File: config.mk
export PLATFORM = sky130hd
export DESIGN_NAME = dshot_frame_rx
export DESIGN_NICKNAME = d
export VERILOG_FILES = /design/src/rtl/dshot_frame_rx.sv
export SDC_FILE = /design/constraint.sdc
export NUM_CORES = 1
export LEC_CHECK = 0
export ABC_AREA = 0
export ABC_CLOCK_PERIOD_IN_PS = 2200
export BUFFER_PORTS_ARGS = -buffer_cell sky130_fd_sc_hd__buf_4
export CORE_ASPECT_RATIO = 1.1
export CORE_MARGIN = 4
export CORE_UTILIZATION = 36
export CTS_BUF_LIST = sky130_fd_sc_hd__clkbuf_8
export CTS_CLUSTER_DIAMETER = 60
export DETAILED_ROUTE_END_ITERATION = 7
export PLACE_DENSITY = 0.53
export SYNTH_ARGS = -nofsm -noshare
export SYNTH_HDL_FRONTEND = slang
export SYNTH_SLANG_ARGS = --single-unit
File: constraint.sdc
create_clock -name clk -period 2.2 [get_ports clk]
set_input_delay 0.11 -clock clk [delete_from_list [all_inputs] [get_ports clk]]
set_output_delay 0.11 -clock clk [all_outputs]
set_load 0.05 [all_outputs]
File: src/rtl/dshot_frame_rx.sv
// DShot150 frame receiver: measures pulse widths on the synchronized line,
// assembles 16-bit frames, verifies the 4-bit CRC and publishes throttle/telemetry.
module dshot_frame_rx #(
  parameter int BIT_THRESH   = 60,
  parameter int MIN_HIGH     = 10,
  parameter int MAX_HIGH     = 100,
  parameter int IDLE_TIMEOUT = 200,
  parameter int CNT_W        = 8
) (
  input  logic        clk,
  input  logic        rst,
  input  logic        dshotPin,
  output logic [10:0] throttle,
  output logic        telemetry,
  output logic        frame_valid,
  output logic        crc_error,
  output logic        frame_abort,
  output logic        busy
);

  // state | meaning
  // IDLE  | waiting for the first rising edge of a frame
  // HIGH  | measuring the high time of the current bit
  // LOW   | measuring the low gap between bits
  // CHECK | full frame captured, CRC compared this cycle
  typedef enum logic [1:0] {IDLE, HIGH, LOW, CHECK} state_t;

  localparam logic [CNT_W-1:0] CNT_MAX    = {CNT_W{1'b1}};
  localparam logic [CNT_W-1:0] THRESH_C   = CNT_W'(BIT_THRESH);
  localparam logic [CNT_W-1:0] MIN_HIGH_C = CNT_W'(MIN_HIGH);
  localparam logic [CNT_W-1:0] MAX_HIGH_C = CNT_W'(MAX_HIGH);
  localparam logic [CNT_W-1:0] TIMEOUT_C  = CNT_W'(IDLE_TIMEOUT);

  state_t           state, state_nxt;
  logic [CNT_W-1:0] cnt, cnt_nxt, cnt_inc;
  logic [15:0]      shreg, shreg_nxt;
  logic [3:0]       bit_cnt, bit_cnt_nxt;
  logic             valid_set, err_set, abort_set;
  logic             sync1, sync2, line_d;
  logic             rise, fall;
  logic [11:0]      frame_v;
  logic [3:0]       crc_calc;

  // Synchronizer flops are left free-running so a line already high at reset
  // release is not mistaken for a rising edge.
  always_ff @(posedge clk) begin
    sync1  <= dshotPin;
    sync2  <= sync1;
    line_d <= sync2;
  end

  always_ff @(posedge clk) begin
    if (rst) begin
      rise <= 1'b0;
      fall <= 1'b0;
    end else begin
      rise <= sync2 & ~line_d;
      fall <= ~sync2 & line_d;
    end
  end

  assign cnt_inc  = (cnt == CNT_MAX) ? cnt : cnt + 1'b1;
  assign frame_v  = shreg[15:4];
  assign crc_calc = frame_v[3:0] ^ frame_v[7:4] ^ frame_v[11:8];

  always_comb begin
    state_nxt   = state;
    cnt_nxt     = cnt;
    shreg_nxt   = shreg;
    bit_cnt_nxt = bit_cnt;
    valid_set   = 1'b0;
    err_set     = 1'b0;
    abort_set   = 1'b0;
    case (state)
      IDLE: begin
        if (rise) begin
          cnt_nxt   = '0;
          state_nxt = HIGH;
        end
      end
      HIGH: begin
        if (fall) begin
          if (cnt < MIN_HIGH_C) begin
            abort_set   = 1'b1;
            bit_cnt_nxt = '0;
            state_nxt   = IDLE;
          end else begin
            shreg_nxt   = {shreg[14:0], (cnt >= THRESH_C)};
            bit_cnt_nxt = bit_cnt + 4'd1;
            if (bit_cnt == 4'd15) begin
              state_nxt = CHECK;
            end else begin
              cnt_nxt   = '0;
              state_nxt = LOW;
            end
          end
        end else if (cnt > MAX_HIGH_C) begin
          abort_set   = 1'b1;
          bit_cnt_nxt = '0;
          state_nxt   = IDLE;
        end else begin
          cnt_nxt = cnt_inc;
        end
      end
      LOW: begin
        if (rise) begin
          cnt_nxt   = '0;
          state_nxt = HIGH;
        end else if (cnt >= TIMEOUT_C) begin
          abort_set   = 1'b1;
          bit_cnt_nxt = '0;
          state_nxt   = IDLE;
        end else begin
          cnt_nxt = cnt_inc;
        end
      end
      CHECK: begin
        if (crc_calc == shreg[3:0]) valid_set = 1'b1;
        else                        err_set   = 1'b1;
        bit_cnt_nxt = '0;
        state_nxt   = IDLE;
      end
      default: state_nxt = IDLE;
    endcase
  end

  always_ff @(posedge clk) begin
    if (rst) begin
      state   <= IDLE;
      cnt     <= '0;
      shreg   <= '0;
      bit_cnt <= '0;
    end else begin
      state   <= state_nxt;
      cnt     <= cnt_nxt;
      shreg   <= shreg_nxt;
      bit_cnt <= bit_cnt_nxt;
    end
  end

  always_ff @(posedge clk) begin
    if (rst) begin
      throttle    <= '0;
      telemetry   <= 1'b0;
      frame_valid <= 1'b0;
      crc_error   <= 1'b0;
      frame_abort <= 1'b0;
      busy        <= 1'b0;
    end else begin
      frame_valid <= valid_set;
      crc_error   <= err_set;
      frame_abort <= abort_set;
      busy        <= (state_nxt != IDLE);
      if (valid_set) begin
        throttle  <= frame_v[11:1];
        telemetry <= frame_v[0];
      end
    end
  end

endmodule

==> impl_metrics.py <==
metrics = {
    "timing": {
        "timing.fmax_mhz": 506,
        "worst_pin_slew_ns": 0.918,
        "finalCriticalPeriod_ns": 1.98,
        "tns_ns": 0,
        "finClkSkew_ns": 0.00758,
        "setup_viol": 0,
        "fin_ws_ns": 0.224,
        "rsz0062_at_grt": "false",
        "hold_viol": 0,
        "drv_slew": 0,
        "slew_headroom": 0.388,
        "timing.final.crit_share": 0.898,
    },
    "synthesis": {
        "synth_top_family_by_area": "compound AO/OA/AOI/OAI gates",
        "synthXorXnorAreaFrac": 0.0430,
        "synth-simple-area-share": 0.171,
        "ys_ff_latch": 51,
        "netlist.top_cell.by_area": "dfxtp_1",
        "synth_most_common_cell": "dfxtp_1",
        "synth_compound_area_frac": 0.214,
        "synth_ff_type": "dfxtp_1",
        "syn_area_um2": 2450,
        "syn_nets": 265,
        "muxShareOfSynthArea": 0.0655,
        "synthArstFlopShare": 0,
        "synth.area.top_cells": "dfxtp_1 (42%), mux2i_1 (6.5%), nor2_1 (4.3%)",
        "synth_cells": 255,
        "synth_top_cell_area_share": 0.417,
        "seq_area_frac_synth": 0.417,
        "yosys_warnings": 0,
        "yosysUniqueCellTypes": 57,
        "avgSynthCellArea_um2": 9.59,
        "yosys-top-cells-count": "dfxtp_1 (51), nor2_1 (28), a21oi_1 (16), mux2i_1 (16), nand2_1 (16)",
        "synth_edf_count": 0,
        "synthAdderAreaFrac": 0.0358,
    },
    "critical_path": {
        "cp_slowest_cell": "dfxtp_1",
        "r2r_end": "cnt[5]$_SDFFE_PP0P_",
        "critPathTopFamily": "simple AND/OR/NAND/NOR gates",
        "path_max_fanout": 8,
        "critPathRequiredTime_ns": 2.40,
        "reg2reg_from": "state[1]$_SDFF_PP0_",
        "arrival_ns": 2.18,
        "critical_path_class": "register to register",
        "cp_slowest_stage_delay_ns": 0.35,
        "r2r_cells": 7,
        "cp-start-kind": "register",
        "path_buf_inv": 1,
        "r2r_slack_ns": 0.22,
        "end_kind": "register",
        "cp_cell_sequence": "inv_1 > ha_1 > or3_1 > o221ai_1 > nor2_4 > nand3_2 > o41ai_1",
    },
    "route": {
        "first_pass_iters": 4,
        "vias": 1916,
        "drc_errors": 0,
        "ant_nets": 0,
        "wl_per_cell_um": 14.2,
        "routed_via_density": 5.35,
        "drt-total-wl_um": 5090,
        "drtIter0Drc": 47,
    },
    "run": {
        "drv_cap": 0,
    },
    "global_route": {
        "grt_pass1_wl_um": 8660,
        "grt_max_degree": 39,
        "gr-usage-met1": 0.186,
        "use_met3": 0.0244,
        "grt_busiest_layer": "met2",
        "use_met2": 0.199,
        "grt_pass1_vias": 1791,
        "grt_overflow_total": 0,
        "grt_use_total": 0.131,
        "antenna_found_initial": 0,
    },
    "outcome": {
        "outcome": "finished, final reports clean",
    },
    "clock_tree": {
        "cts_tree": "done",
        "cts_made_buffers": 5,
        "clk_pin_slew_ns": 0.09,
        "post_cts_buffers": 0,
        "root_buffer": "clkbuf_8",
        "clk_latency_ns": 0.30,
        "cts_max_path_buffers": 2,
        "cts.sinks": 51,
        "htree_levels": 2,
    },
    "final_layout": {
        "nFillCells": 688,
        "areaGrowthSynthToFinish_pct": 13.8,
        "diodes": 0,
        "multi_input_area_um2": 1300,
        "seqCellArea_um2": 1020,
        "nets": 285,
        "drive_gt1_frac": 0.185,
    },
    "floorplanning": {
        "die_x_um": 86.6,
        "coreArea_um2": 6590,
        "start_util": 0.371,
        "rows": 31,
        "io_pins": 19,
        "die_h_um": 94.5,
        "die_area_um2": 8180,
    },
    "min_path": {
        "min_from": "rst",
        "holdPathStages": 2,
        "hold_path_class": "input port to register",
        "min_to": "bit_cnt[1]$_SDFFE_PP0P_",
    },
    "power_and_ir_drop": {
        "pwr_density_cell_nw_per_um2": 609,
        "irDropWorstVdd_uv": 279,
        "p_leak_uw": 0.00117,
    },
    "placed_design": {
        "dp_hpwl_um": 3470,
        "port_buffers": 18,
        "dp_slack_ns": 0.180,
        "gp_congestion": 0.825,
    },
}
## stage by stage
step	util	area, um2	hold slack [ns]	power, uW	instances
6_report	0.422	2780	0.221	1690	358
4_1_cts	0.421	2780	0.208	1720	358
2_1_floorplan	-	2450	0.138	1000	255
5_1_grt	0.422	2780	0.219	1770	358
3_5_place_dp	0.402	2650	0.217	1020	349
3_3_place_gp	0.402	2650	0.216	1020	349
## report_power, final
part           internal, uW  total, uW  switching, uW  leakage [uW]
sequential              929        934           5.21      0.000412
clock                   375        693            318     0.0000618
combinational          20.0       66.9           46.9      0.000694
## flip-flops by register name, indices dropped and copies added (netlist names)
| register | count |
|---|---|
| cnt | 8 |
| busy | 1 |
| bit_cnt | 4 |
| sync1 | 1 |
| line_d | 1 |
| telemetry | 1 |
| frame_valid | 1 |
| throttle | 11 |
| state | 2 |
| frame_abort | 1 |
| rise | 1 |
| crc_error | 1 |
| sync2 | 1 |
| shreg | 16 |
| fall | 1 |
## layer usage
metal / vias up / wire length (um)
li1: 969 / -
met1: 904 / 2520
met2: 36 / 2280
met3: 7 / 213
met4: 0 / 72
met5: - / 0
## cell usage in the layout (no fill, tap or decap), drive strengths merged, types with 3 or more instances in the layout
cell    synthesis  routed
dfxtp          51      51
nor2           29      29
buf             7      26
a21oi          17      17
mux2i          16      16
nand2          16      16
a31o           13      13
inv             9      10
xnor2           8       8
ha              7       7
clkbuf          7       6
nand2b          5       5
nor3b           5       5
nand3           5       5
o21ai           5       5
a211oi          4       4
xor2            4       4
and3            3       3
a31oi           3       3
nor4            3       3
nor3            3       3
## cell families (layout without fill, tap and decap cells)
kind of cell / count (synthesis) / after routing
mux: 16 / 16
flops: 51 / 51
compound gates: 67 / 67
buf+inv: 23 / 44
fa+ha+maj: 7 / 7
xor+xnor: 12 / 12
simple gates: 79 / 79
## area by class of cell
type                            count  share of cell area
Tap cell                           82              0.0369
Clock inverter                      2              0.0139
Clock buffer                        6              0.0297
Multi-Input combinational cell    181               0.467
Timing Repair Buffer               27              0.0737
Inverter                            9              0.0121
Sequential cell                    51               0.367
## worst max-delay path by stage
stage                                   start                     to  slack (ns)  cells after the start
after floorplan           cnt[5]$_SDFFE_PP0P_  shreg[9]$_SDFFE_PP0P_        0.44                      7
after global placement    state[1]$_SDFF_PP0_    cnt[5]$_SDFFE_PP0P_        0.24                      7
after detailed placement  state[1]$_SDFF_PP0_    cnt[5]$_SDFFE_PP0P_        0.18                      7
after CTS                 state[1]$_SDFF_PP0_    cnt[5]$_SDFFE_PP0P_        0.14                      7
after global routing      state[1]$_SDFF_PP0_    cnt[5]$_SDFFE_PP0P_        0.06                      7
final                     state[1]$_SDFF_PP0_    cnt[5]$_SDFFE_PP0P_        0.22                      7
## timing repair
item                                    in CTS  in global routing
endpoints found under the setup margin       0                  1
hold buffers                                 1                  0
gates resized for setup                      0                  1
endpoints found under the hold margin        1                  0
Power figures use the tool's default switching activity.
